**src/rtl/bcd_to_bin_pkg.sv**
```systemverilog
// Shared types and constants for the sequential BCD-to-binary converter.
package bcd_to_bin_pkg;

    typedef enum logic [1:0] {
        IDLE  = 2'd0,
        SHIFT = 2'd1,
        DONE  = 2'd2
    } state_t;

    localparam logic [3:0] DIGIT_ADJ_TH  = 4'd8;
    localparam logic [3:0] DIGIT_ADJ_SUB = 4'd3;
    localparam logic [3:0] DIGIT_MAX     = 4'd9;

    // Smallest w with 2^w >= 10^n; doubles as the number of shift cycles.
    function automatic int bin_width(input int n);
        longint p;
        p = 1;
        for (int i = 0; i < n; i++) p = p * 10;
        for (int w = 0; w < 32; w++) begin
            if ((longint'(1) << w) >= p) return w;
        end
        return 32;
    endfunction

endpackage

```
**src/rtl/bcd_to_bin_seq_if.sv**
```systemverilog
// Start/result bundle between the BCD source, the converter and the binary consumer.
interface bcd_to_bin_seq_if #(
    parameter int N_DIGITS = 2
);
    import bcd_to_bin_pkg::*;

    localparam int BIN_W = bin_width(N_DIGITS);

    logic [4*N_DIGITS-1:0] in_BCD;
    logic                  in_INIT;
    logic [BIN_W-1:0]      out_BIN;
    logic                  out_BUSY;
    logic                  out_DONE;
    logic                  out_ERR;

    modport master (
        output in_BCD, in_INIT,
        input  out_BIN, out_BUSY, out_DONE, out_ERR
    );

    modport slave (
        input  in_BCD, in_INIT,
        output out_BIN, out_BUSY, out_DONE, out_ERR
    );

endinterface

```
**src/rtl/bcd_to_bin_seq_digit_adj.sv**
```systemverilog
// Per-digit correction after a right shift: subtract 3 from any digit >= 8.
// Purely combinational, zero latency, no flow control.
module bcd_digit_adj
    import bcd_to_bin_pkg::*;
(
    input  logic [3:0] i_digit,
    output logic [3:0] o_digit
);

    assign o_digit = (i_digit >= DIGIT_ADJ_TH) ? (i_digit - DIGIT_ADJ_SUB) : i_digit;

endmodule

```
**src/rtl/bcd_to_bin_seq.sv**
```systemverilog
// N-digit BCD-to-binary converter by reverse double-dabble, one conversion in flight.
// Result in out_DONE cycle BIN_W edges after accept (invalid input: next cycle); in_INIT ignored while busy.
module bcd_to_bin_seq
    import bcd_to_bin_pkg::*;
#(
    parameter int N_DIGITS = 2
) (
    input  logic              clk,
    input  logic              rst,
    bcd_to_bin_seq_if.slave   bus
);

    localparam int BIN_W = bin_width(N_DIGITS);
    localparam int BCD_W = 4 * N_DIGITS;
    localparam int CNT_W = $clog2(BIN_W + 1);
    localparam logic [CNT_W-1:0] LAST_CNT = CNT_W'(BIN_W - 1);

    state_t             r_state;
    state_t             w_state_nxt;
    logic [BCD_W-1:0]   r_bcd;
    logic [BCD_W-1:0]   w_bcd_nxt;
    logic [BIN_W-1:0]   r_bin;
    logic [BIN_W-1:0]   w_bin_nxt;
    logic [CNT_W-1:0]   r_cnt;
    logic [CNT_W-1:0]   w_cnt_nxt;
    logic [BIN_W-1:0]   r_out_bin;
    logic [BIN_W-1:0]   w_out_bin_nxt;
    logic               r_err;
    logic               w_err_nxt;

    logic [BCD_W+BIN_W-1:0] w_shift;
    logic [BCD_W-1:0]       w_bcd_adj;
    logic                   w_in_bad;

    // The bcd LSB falls into the bin MSB; the vacated bcd MSB fills with zero.
    assign w_shift = {r_bcd, r_bin} >> 1;

    for (genvar g = 0; g < N_DIGITS; g++) begin : g_adj
        bcd_digit_adj u_adj (
            .i_digit (w_shift[BIN_W + 4*g +: 4]),
            .o_digit (w_bcd_adj[4*g +: 4])
        );
    end

    always_comb begin
        w_in_bad = 1'b0;
        for (int i = 0; i < N_DIGITS; i++) begin
            if (bus.in_BCD[4*i +: 4] > DIGIT_MAX) w_in_bad = 1'b1;
        end
    end

    always_comb begin
        w_state_nxt   = r_state;
        w_bcd_nxt     = r_bcd;
        w_bin_nxt     = r_bin;
        w_cnt_nxt     = r_cnt;
        w_out_bin_nxt = r_out_bin;
        w_err_nxt     = r_err;
        case (r_state)
            IDLE: begin
                if (bus.in_INIT) begin
                    w_err_nxt     = w_in_bad;
                    w_out_bin_nxt = '0;
                    w_bin_nxt     = '0;
                    w_cnt_nxt     = '0;
                    if (w_in_bad) begin
                        w_state_nxt = DONE;
                    end else begin
                        w_bcd_nxt   = bus.in_BCD;
                        w_state_nxt = SHIFT;
                    end
                end
            end
            SHIFT: begin
                w_bcd_nxt = w_bcd_adj;
                w_bin_nxt = w_shift[BIN_W-1:0];
                w_cnt_nxt = r_cnt + 1'b1;
                if (r_cnt == LAST_CNT) begin
                    w_out_bin_nxt = w_shift[BIN_W-1:0];
                    w_state_nxt   = DONE;
                end
            end
            DONE:    w_state_nxt = IDLE;
            default: w_state_nxt = IDLE;
        endcase
    end

    always_ff @(posedge clk or posedge rst) begin
        if (rst) begin
            r_state   <= IDLE;
            r_bcd     <= '0;
            r_bin     <= '0;
            r_cnt     <= '0;
            r_out_bin <= '0;
            r_err     <= 1'b0;
        end else begin
            r_state   <= w_state_nxt;
            r_bcd     <= w_bcd_nxt;
            r_bin     <= w_bin_nxt;
            r_cnt     <= w_cnt_nxt;
            r_out_bin <= w_out_bin_nxt;
            r_err     <= w_err_nxt;
        end
    end

    assign bus.out_BIN  = r_out_bin;
    assign bus.out_BUSY = (r_state != IDLE);
    assign bus.out_DONE = (r_state == DONE);
    assign bus.out_ERR  = r_err;

endmodule

```
**src/flat_wrapper.sv**
```systemverilog
// flat-port wrapper written by rule: the top's interface ports become plain ports
module bcd_to_bin_seq_flat import bcd_to_bin_pkg::*;
#(
    parameter int N_DIGITS = 2
)
  (clk, rst, bus_in_BCD, bus_in_INIT, bus_out_BIN, bus_out_BUSY, bus_out_DONE, bus_out_ERR);
  bcd_to_bin_seq_if #(.N_DIGITS(N_DIGITS)) bus_i ();
  input  logic clk;
  input  logic rst;
  input wire logic [$bits(bus_i.in_BCD)-1:0] bus_in_BCD;
  input wire logic [$bits(bus_i.in_INIT)-1:0] bus_in_INIT;
  output wire logic [$bits(bus_i.out_BIN)-1:0] bus_out_BIN;
  output wire logic [$bits(bus_i.out_BUSY)-1:0] bus_out_BUSY;
  output wire logic [$bits(bus_i.out_DONE)-1:0] bus_out_DONE;
  output wire logic [$bits(bus_i.out_ERR)-1:0] bus_out_ERR;
  assign bus_i.in_BCD = bus_in_BCD;
  assign bus_i.in_INIT = bus_in_INIT;
  assign bus_out_BIN = bus_i.out_BIN;
  assign bus_out_BUSY = bus_i.out_BUSY;
  assign bus_out_DONE = bus_i.out_DONE;
  assign bus_out_ERR = bus_i.out_ERR;
  bcd_to_bin_seq #(.N_DIGITS(N_DIGITS)) u_core (.clk(clk), .rst(rst), .bus(bus_i));
endmodule
```
**config.mk**
```make
export PLATFORM = sky130hd
export DESIGN_NAME = bcd_to_bin_seq_flat
export DESIGN_NICKNAME = d
export VERILOG_FILES = /design/src/rtl/bcd_to_bin_pkg.sv /design/src/rtl/bcd_to_bin_seq_if.sv /design/src/rtl/bcd_to_bin_seq_digit_adj.sv /design/src/rtl/bcd_to_bin_seq.sv /design/src/flat_wrapper.sv
export SDC_FILE = /design/constraint.sdc
export NUM_CORES = 1
export LEC_CHECK = 0
export CAP_MARGIN = 20
export CORE_UTILIZATION = 52
export CTS_CLUSTER_DIAMETER = 40
export DETAILED_ROUTE_END_ITERATION = 10
export MAX_ROUTING_LAYER = met4
export PLACE_DENSITY = 0.78
export REMOVE_ABC_BUFFERS = 1
export SLEW_MARGIN = 30
export SYNTH_ARGS = -nofsm -noshare
export SYNTH_HDL_FRONTEND = slang
export SYNTH_SLANG_ARGS = --single-unit
```
**constraint.sdc**
```tcl
create_clock -name clk -period 1.56 [get_ports clk]
set_input_delay 0.468 -clock clk [delete_from_list [all_inputs] [get_ports clk]]
set_output_delay 0.468 -clock clk [all_outputs]
set_load 0.01 [all_outputs]
```
==> metrics.md, run 1 <==
| Metric | Value |
|---|---|
| Non-Filler Instances | 197 |
| Final worst setup slack | -110 ps |
| Buffers added on ports | 20 |
| Die ar. | 2690 um2 |
| Hold WC Path Type | input port to asynchronous set/reset pin |
| Final setup vio count | 2 |
| Vias in the first global route | 1006 |
| FF+latch count, synth | 27 |
| First-pass GRT wire length | 4480 um |
| Fill cells | 163 |
| RSZ-0062 raised after global routing | yes |
| RD Place Congestion | 0.789 |
| Switching power | 1.21 mW |
| P&R area growth vs syn | 28.0% |
| Max_slew headroom | 76.3% |
| Core area | 2280 um2 |
| Sw frac | 40.2% |
| Overall Power | 3.01 mW |
| WL per Instance | 14.0 um |
| Comb power frac | 51.1% |
| Sequential fraction of design power | 38.4% |
| Post-Synth XOR/XNOR Area | 1.36% |
| Reg2reg setup slack | 10 ps |
| Inserted Clock Buffers | 3 |
| DRT iter0 DRCs | 11 |
| I/O pins | 21 |
| Reg2reg start | u_core.r_state[1] |
| Crit path time final | 1670 ps |
| Nets | 185 |
| Int Power | 1.80 mW |
| GRT Total Usage | 23.8% |
| P_leak | 0.820 nW |
| CTS tree | done |
| # H-tree levels | 1 |
| Worst vdd rail ir drop | 0.00117 V |
| Least-Margin Pin Slew | 356 ps |
| CTS Sinks | 27 |
| Async SR Flop Fraction | 100% |
| Worst Path Max Fanout | 3 |
| Outcome | complete, but fails checks |
| Setup CP Type | flop to output pin |
| Syn Inst Count | 134 |
| CP endpoint kind | output pin |
| Clock power share | 10.5% |
| Synth top area cells | dfrtp_1, nand2_1, o21ai_1, ha_1, mux2i_1 |
| DIE WIDTH | 51.8 um |
| Vias/cell | 5.34 |
| Placed Cells | 190 |
| Post-synth EDFFs | 0 |
| Yosys cell types | 32 |
| Vias | 1051 |
| Number of warnings issued by yosys | 0 |
| Diode count | 0 |
| Reg clk slew, reported paths | 160 ps |
| Clk buf depth | 2 |
| Sequential Area | 676 um2 |
| Count of final hold-check violations | 0 |
| DRC errors left | 0 |
| Antenna Nets Post-Route | 0 |
| Violated checks | negative setup slack |
| Pin count of the biggest net entering global routing | 28 |
| Synthesized cell area | 1290 um2 |
| Grt total ovfl | 0 |
| Worst path required time | 1090 ps |
| Pwr dens | 1820 nW/um2 |
| Share of post-route cells with drive strength above 1 | 18.9% |
| Reg2reg end | u_core.r_bcd[0] |
| Worst skew pair latency | 330 ps |
| Drt pass-1 iters | 4 |
| Post-synthesis adder-cell area fraction | 3.88% |
| Synth Flop Type | dfrtp_1 |
| Clk_skew | 6.99 ps |
| FP Rows | 17 |
| Period Utilization, post-route | 107% |
| FF-to-FF path depth | 6 |
| Post-synthesis sequential area ratio | 52.3% |
| Drt total wl | 2760 um |
| Synth Area in Compound Gates | 19.7% |
| Largest family of logic cells by synthesized area | compound AO/OA/AOI/OAI gates |
| Initial antenna violation count | 0 |
| Crit path DAT | 1200 ps |
| DPL Wire Length | 1950 um |
| Root buf cell | clkbuf_4 |
| Area of the multi-input gates | 572 um2 |
| CP Launch Type | flop |
| Synth Area per Inst | 9.64 um2 |
| Layout Utilization | 72.6% |
| Simple logic cell fraction of the synthesized area | 14.9% |
| Post-synthesis mux area share | 3.10% |
| Biggest area consumer among synthesized cells | dfrtp_1 |
| Starting Density | 56.7% |
| F_max | 599 MHz |
| Die H | 51.8 um |
| Top cell type's share of synthesized area | 52.3% |
| Slew Viols, Final | 0 |
| Worst Hold Slack | 471 ps |
| MaxCap Viol Count | 0 |
-- layout by cell type, fill, tap and decap left out --
master	count
a41oi_1	1
buf_4	15
o21ai_2	2
xnor2_1	2
and2b_1	1
a311oi_1	1
buf_6	3
nand3_1	1
clkinvlp_4	1
dfrtp_1	27
nor2_2	1
dlygate4sd2_1	8
o21ai_0	6
nor2b_1	2
clkdlybuf4s50_1	10
inv_1	4
nand2b_1	1
or2_4	1
mux2i_1	4
ha_1	4
nor2b_4	1
a21oi_4	1
a21o_1	1
clkbuf_4	3
o211ai_1	1
a21o_4	1
a21oi_1	2
nand2_1	35
nor2_1	3
buf_2	1
a31oi_1	1
a2bb2oi_1	1
o21ai_1	20
inv_2	1
o21bai_4	1
o22ai_1	1
-- area by class of cell --
class,count,area share (%)
Clock buffer,3,1.36
Clock inverter,1,0.454
Inverter,5,1.14
Multi-Input combinational cell,96,34.6
Sequential cell,27,40.9
Tap cell,28,2.12
Timing Repair Buffer,37,19.5
-- flip-flops by register name, summed over array words and instances, names as in the netlist --
name / flops
u_core.r_bcd: 8
u_core.bus.out_BIN: 7
u_core.r_bin: 6
u_core.r_cnt: 3
u_core.r_state: 2
u_core.bus.out_ERR: 1
-- cells by family after synthesis --
family | Yosys count
muxes | 4
buffers and inverters | 11
AOI/OAI and AO/OA | 40
and+or+nand+nor | 46
DFF | 27
xor gates and xnor gates | 2
adders and majority gates | 4
-- stage by stage --
stage	worst slack [ps]	setup TNS [ps]	instance area, um2
after CTS	-94.5	-94.5	1640
after detailed placement	-266	-3110	1590
after global routing	-161	-237	1650
after global placement	-233	-2550	1590
final	-110	-122	1650
after floorplan	-13.2	-89.1	1250
-- layer usage --
| layer | wire length, um | up-vias | GRT usage (%) |
|---|---|---|---|
| met5 | 0 | - | - |
| met4 | 25 | 0 | 9.46 |
| met3 | 47 | 2 | 3.51 |
| met2 | 1410 | 9 | 38.2 |
| met1 | 1270 | 517 | 30.2 |
| li1 | - | 523 | - |
-- cells in the mapped netlist, types with 2 or more instances --
master    number
a21oi_1        2
buf_6          2
clkbuf_1       2
dfrtp_1       27
ha_1           4
inv_1          4
mux2i_1        4
nand2_1       35
nor2_1         3
nor2b_1        3
o21ai_0        7
o21ai_1       19
o21ai_2        2
xnor2_1        2
-- power groups by stage --
stage                     combinational [mW]  clock (mW)  sequential [mW]
after floorplan                        0.800           0             1.17
after global placement                  1.38           0             1.16
after detailed placement                1.44           0             1.17
after CTS                               1.49       0.321             1.15
after global routing                    1.69       0.358             1.19
final                                   1.54       0.316             1.16
-- worst max-delay path, stage by stage (launching register included) --
cell     delay (ps)
dfrtp_1         440
buf_6           130
and2b_1         180
buf_2           120
-- timing repair --
action	4_1_cts	5_1_grt
hold endpoints to repair	0	0
cloned	0	0
pin swaps	1	2
hold buffers	0	0
endpoints found under the setup margin	10	14
buffers inserted	4	0
gates resized for setup	19	5
-- how the worst max path moves through the flow --
stage | start | slack (ps) | end | cells after the start
floorplan | u_core.r_state[0] | -10 | u_core.bus.out_BIN[0] | 3
global placement | bus_in_BCD[6] | -230 | u_core.r_bcd[2] | 5
detailed placement | bus_in_BCD[6] | -270 | u_core.r_bcd[2] | 5
CTS | u_core.r_state[0] | -90 | bus_out_DONE | 3
global route | u_core.r_state[0] | -160 | bus_out_DONE | 3
finish | u_core.r_state[0] | -110 | bus_out_DONE | 3
Note: power is estimated with default switching activity, not from simulation.
==> run 2, diff against run 1 <==
--- a/config.mk
+++ b/config.mk
@@ -6,11 +6,12 @@
 export NUM_CORES = 1
 export LEC_CHECK = 0
 export CAP_MARGIN = 20
+export CORE_MARGIN = 5
 export CORE_UTILIZATION = 52
 export CTS_CLUSTER_DIAMETER = 40
 export DETAILED_ROUTE_END_ITERATION = 10
 export MAX_ROUTING_LAYER = met4
-export PLACE_DENSITY = 0.78
+export PLACE_DENSITY_LB_ADDON = 0.3
 export REMOVE_ABC_BUFFERS = 1
 export SLEW_MARGIN = 30
 export SYNTH_ARGS = -nofsm -noshare
==> run 2 against run 1 <==
- die area is 33% higher
- via count rose by 3.1%
- clock-buffer cell count is 1 higher
- utilization shrank 3.1 points
- the flow still finishes with violations (negative setup slack)
- wire length grew 8.0%
- global-route usage fell by 4.3 points
==> metrics.md, run 2 (same netlist as run 1, synthesis figures left out) <==
| Metric | Value |
|---|---|
| DIE WIDTH | 59.8 um |
| MaxCap Viol Count | 0 |
| Hold WC Path Type | input port to asynchronous set/reset pin |
| Clock power share | 9.5% |
| Least-Margin Pin Slew | 356 ps |
| Nets | 188 |
| Critical path's slowest cell | dfrtp_1 |
| CTS Sinks | 27 |
| CP cell instances | buf_6 > and2b_1 > buf_2 |
| Vias in the first global route | 1193 |
| Reg2reg start | u_core.r_state[0] |
| Slew Viols, Final | 0 |
| Critical path startpoint | u_core.r_state[0] |
| DP Worst Slack | -317 ps |
| Period Utilization, post-route | 105% |
| CP Launch Type | flop |
| Grt total ovfl | 0 |
| # H-tree levels | 1 |
| Violated checks | negative setup slack |
| Core area | 2430 um2 |
| Most common cell after layout, fill and taps aside | nand2_1 |
| Int Power | 1.87 mW |
| WL per Instance | 14.8 um |
| Reg with most FFs | u_core.r_bcd |
| Starting Density | 53.1% |
| P&R area growth vs syn | 31.0% |
| Reg clk slew, reported paths | 130 ps |
| DPL Wire Length | 2040 um |
| Slowest stage delay, CP | 430 ps |
| Final setup vio count | 1 |
| Sequential fraction of design power | 37.7% |
| Drt pass-1 iters | 4 |
| Worst vdd rail ir drop | 0.00128 V |
| Worst Path Max Fanout | 2 |
| Most frequent cells in the layout | nand2_1, dfrtp_1, o21ai_1 |
| Crit path time final | 1630 ps |
| Clk_skew | 2.12 ps |
| DRT iter0 DRCs | 37 |
| Die H | 59.8 um |
| Pwr dens | 1830 nW/um2 |
| Worst path required time | 1090 ps |
| Max_slew headroom | 76.3% |
| Crit path DAT | 1160 ps |
| P_leak | 0.836 nW |
| Clk buf depth | 2 |
| Vias | 1084 |
| Switching power | 1.23 mW |
| Placed Cells | 190 |
| Final worst setup slack | -72.9 ps |
| Comb power frac | 52.8% |
| Buffers added on ports | 20 |
| RD Place Congestion | 0.810 |
| Outcome | complete, but fails checks |
| Sw frac | 39.7% |
| CP endpoint kind | output pin |
| Vias/cell | 5.37 |
| Drt total wl | 2980 um |
| CTS tree | done |
| Antenna Nets Post-Route | 0 |
| Count of final hold-check violations | 0 |
| Diode count | 0 |
| Inserted Clock Buffers | 3 |
| FP Rows | 18 |
| Setup CP Type | flop to output pin |
| Die ar. | 3580 um2 |
| Worst skew pair latency | 320 ps |
| Root buf cell | clkbuf_4 |
| Initial antenna violation count | 0 |
| Non-Filler Instances | 202 |
| Max reg flops | 8 |
| Share of post-route cells with drive strength above 1 | 20.9% |
| RSZ-0062 raised after global routing | yes |
| F_max | 612 MHz |
| I/O pins | 21 |
| GRT Total Usage | 19.5% |
| DRC errors left | 0 |
| Post-CTS Hold Buffers | 0 |
| First-pass GRT wire length | 5100 um |
| Pin count of the biggest net entering global routing | 28 |
[run 2: critical path: cells and delay by family, from the launching register on]
family	cells	cell delay (ps)
buffers and inverters	2	250
DFF	1	430
and+or+nand+nor	1	170
[run 2: per-layer routing]
layer	vias to the layer above	GRT usage (%)	share of wire [%]
met5	-	-	0
met4	0	6.65	1.8
met3	6	3.24	2.0
met2	11	34.9	52
met1	536	21.8	44
li1	531	-	-
[run 2: cell type report]
type                    instances  area (um2)
inverters                       5        18.8
clock buffers                   4        26.3
multi-input cells              97         593
flip-flops and latches         27         676
well taps                      30        37.5
fillers                       197         741
repair buffers                 39         340
[run 2: final timing paths]
check	to	slack, ps	cells past startpoint
setup / recovery	bus_out_DONE	-70	3
hold / removal	u_core.bus.out_BIN[0]	490	3
setup reg to reg	u_core.bus.out_BIN[0]	70	7
hold reg to reg	u_core.r_bin[3]	500	2
max in group asynchronous	u_core.r_bcd[6]	830	3
min in group clk	u_core.r_bin[3]	500	2
[run 2: what timing repair did]
item,CTS,global route
resized for setup,19,7
pin swaps,1,2
endpoints found under the setup margin,10,13
setup buffers,6,2
endpoints found under the hold margin,0,0
cloned,0,1
[run 2: power groups by stage]
stage | Combinational [mW] | Clock [mW] | Sequential (mW)
2_1_floorplan | 0.800 | 0 | 1.17
6_report | 1.63 | 0.295 | 1.17
5_1_grt | 1.83 | 0.337 | 1.20
4_1_cts | 1.49 | 0.304 | 1.16
3_5_place_dp | 1.39 | 0 | 1.18
3_3_place_gp | 1.34 | 0 | 1.16
[run 2: stage by stage]
step	hold slack [ps]	area, um2	total power [mW]	utilization (%)	setup TNS [ps]
4_1_cts	491	1640	2.95	67.3	-80.1
3_5_place_dp	463	1580	2.57	64.8	-3250
6_report	488	1690	3.09	69.5	-72.9
2_1_floorplan	446	1250	1.97	-	-89.1
3_3_place_gp	459	1580	2.49	64.8	-2370
5_1_grt	521	1690	3.37	69.5	-352
==> run 3, diff against run 2 <==
--- a/config.mk
+++ b/config.mk
@@ -5,12 +5,12 @@
 export SDC_FILE = /design/constraint.sdc
 export NUM_CORES = 1
 export LEC_CHECK = 0
+export ABC_CLOCK_PERIOD_IN_PS = 1560
 export CAP_MARGIN = 20
 export CORE_MARGIN = 5
 export CORE_UTILIZATION = 52
 export CTS_CLUSTER_DIAMETER = 40
 export DETAILED_ROUTE_END_ITERATION = 10
-export MAX_ROUTING_LAYER = met4
 export PLACE_DENSITY_LB_ADDON = 0.3
 export REMOVE_ABC_BUFFERS = 1
 export SLEW_MARGIN = 30
==> run 3 against run 2 <==
- the run still ends with negative setup slack left
- critical path type unchanged
- clock skew barely moved
- die area did not move
- critical path depth unchanged
- hold slack worse by 1.1 ps
- total power is essentially flat
- clock power hardly changed
- combinational power about the same
==> metrics.md, run 3 (same netlist as run 1, synthesis figures left out) <==
| Metric | Value |
|---|---|
| Nets | 188 |
| DIE WIDTH | 59.8 um |
| CP endpoint kind | output pin |
| Worst Path Max Fanout | 2 |
| Vias/cell | 5.36 |
| Antenna Nets Post-Route | 0 |
| Grt total ovfl | 0 |
| Initial antenna violation count | 0 |
| Post-CTS Hold Buffers | 0 |
| Die H | 59.8 um |
| Crit path DAT | 1170 ps |
| GRT Total Usage | 19.0% |
| Count of final hold-check violations | 0 |
| Switching power | 1.23 mW |
| MaxCap Viol Count | 0 |
| F_max | 612 MHz |
| DPL Wire Length | 2040 um |
| Most frequent cells in the layout | nand2_1, dfrtp_1, o21ai_1 |
| Diode count | 0 |
| # H-tree levels | 1 |
| I/O pins | 21 |
| Vias | 1083 |
| Share of post-route cells with drive strength above 1 | 20.9% |
| Reg with most FFs | u_core.r_bcd |
| RSZ-0062 raised after global routing | yes |
| Critical path's slowest cell | dfrtp_1 |
| CP cell instances | buf_6 > and2b_1 > buf_2 |
| P&R area growth vs syn | 31.0% |
| P_leak | 0.836 nW |
| Final worst setup slack | -73.8 ps |
| Placed Cells | 190 |
| Sequential fraction of design power | 37.7% |
| Clk_skew | 2.12 ps |
| Outcome | complete, but fails checks |
| Root buf cell | clkbuf_4 |
| Most common cell after layout, fill and taps aside | nand2_1 |
| Buffers added on ports | 20 |
| Drt total wl | 2980 um |
| Setup CP Type | flop to output pin |
| Clock power share | 9.6% |
| Overall Power | 3.09 mW |
| CTS Sinks | 27 |
| Worst skew pair latency | 320 ps |
| Worst vdd rail ir drop | 0.00128 V |
| Non-Filler Instances | 202 |
| Max_slew headroom | 76.3% |
| Sw frac | 39.6% |
| Slowest stage delay, CP | 430 ps |
| First-pass GRT wire length | 5100 um |
| Comb power frac | 52.8% |
| Die ar. | 3580 um2 |
| DRT iter0 DRCs | 55 |
| WL per Instance | 14.8 um |
| Starting Density | 53.1% |
| Worst path required time | 1090 ps |
| CP Launch Type | flop |
| Final setup vio count | 1 |
| CTS tree | done |
| Max reg flops | 8 |
| Vias in the first global route | 1193 |
| Layout Utilization | 69.5% |
| DRC errors left | 0 |
| Violated checks | negative setup slack |
| Least-Margin Pin Slew | 355 ps |
| Clk buf depth | 2 |
| Drt pass-1 iters | 4 |
| Pwr dens | 1830 nW/um2 |
| FP Rows | 18 |
| Core area | 2430 um2 |
| RD Place Congestion | 0.798 |
| Slew Viols, Final | 0 |
| Period Utilization, post-route | 105% |
| Reg clk slew, reported paths | 130 ps |
| Pin count of the biggest net entering global routing | 28 |
| Hold WC Path Type | input port to asynchronous set/reset pin |
| Int Power | 1.87 mW |
| Inserted Clock Buffers | 3 |
| Crit path time final | 1630 ps |
[run 3: area by class of cell]
| class | instances | area (um2) |
|---|---|---|
| fillers | 197 | 741 |
| flip-flops and latches | 27 | 676 |
| multi-input cells | 97 | 593 |
| repair buffers | 39 | 340 |
| well taps | 30 | 37.5 |
| clock buffers | 4 | 26.3 |
| inverters | 5 | 18.8 |
[run 3: routing by layer]
layer  wire length [um]  track usage (%)
met1               1310             21.8
met2               1550             34.9
met3                 57             3.24
met4                 67             6.65
met5                  0                0
[run 3: stage by stage]
stage	cell area, um2	setup slack [ps]	TNS, ps	hold WS (ps)
after global routing	1690	-137	-352	521
final	1690	-73.8	-73.8	487
after floorplan	1250	-13.2	-89.1	446
after detailed placement	1580	-317	-3250	463
after CTS	1640	-80.1	-80.1	491
after global placement	1580	-233	-2370	459
[run 3: repair_timing]
action	in CTS	in global routing
pin swaps	1	2
resized for setup	19	7
setup endpoints to repair	10	13
cloned	0	1
hold endpoints to repair	0	0
setup buffers	6	2
[run 3: final timing paths]
path | startpoint | to | slack (ps) | cells after the start
worst max register to register | u_core.r_state[0] | u_core.bus.out_BIN[0] | 70 | 7
worst min register to register | u_core.r_bin[3] | u_core.r_bin[3] | 500 | 2
max in group asynchronous | rst | u_core.r_bcd[6] | 830 | 3
min in group clk | u_core.r_bin[3] | u_core.r_bin[3] | 500 | 2
worst min-delay path | rst | u_core.bus.out_BIN[0] | 490 | 3
worst max-delay path | u_core.r_state[0] | bus_out_DONE | -70 | 3
[run 3: worst max-delay path: cells and delay by family (launching register included)]
kind,cells,cell delay (ps)
buffers and inverters,2,250
DFF,1,430
and+or+nand+nor,1,170
[run 3: power by group through the flow]
stage	clock (mW)	sequential, mW	combinational, mW
floorplan	0	1.17	0.800
global placement	0	1.16	1.34
detailed placement	0	1.18	1.39
CTS	0.304	1.16	1.49
global route	0.337	1.20	1.83
finish	0.295	1.17	1.63
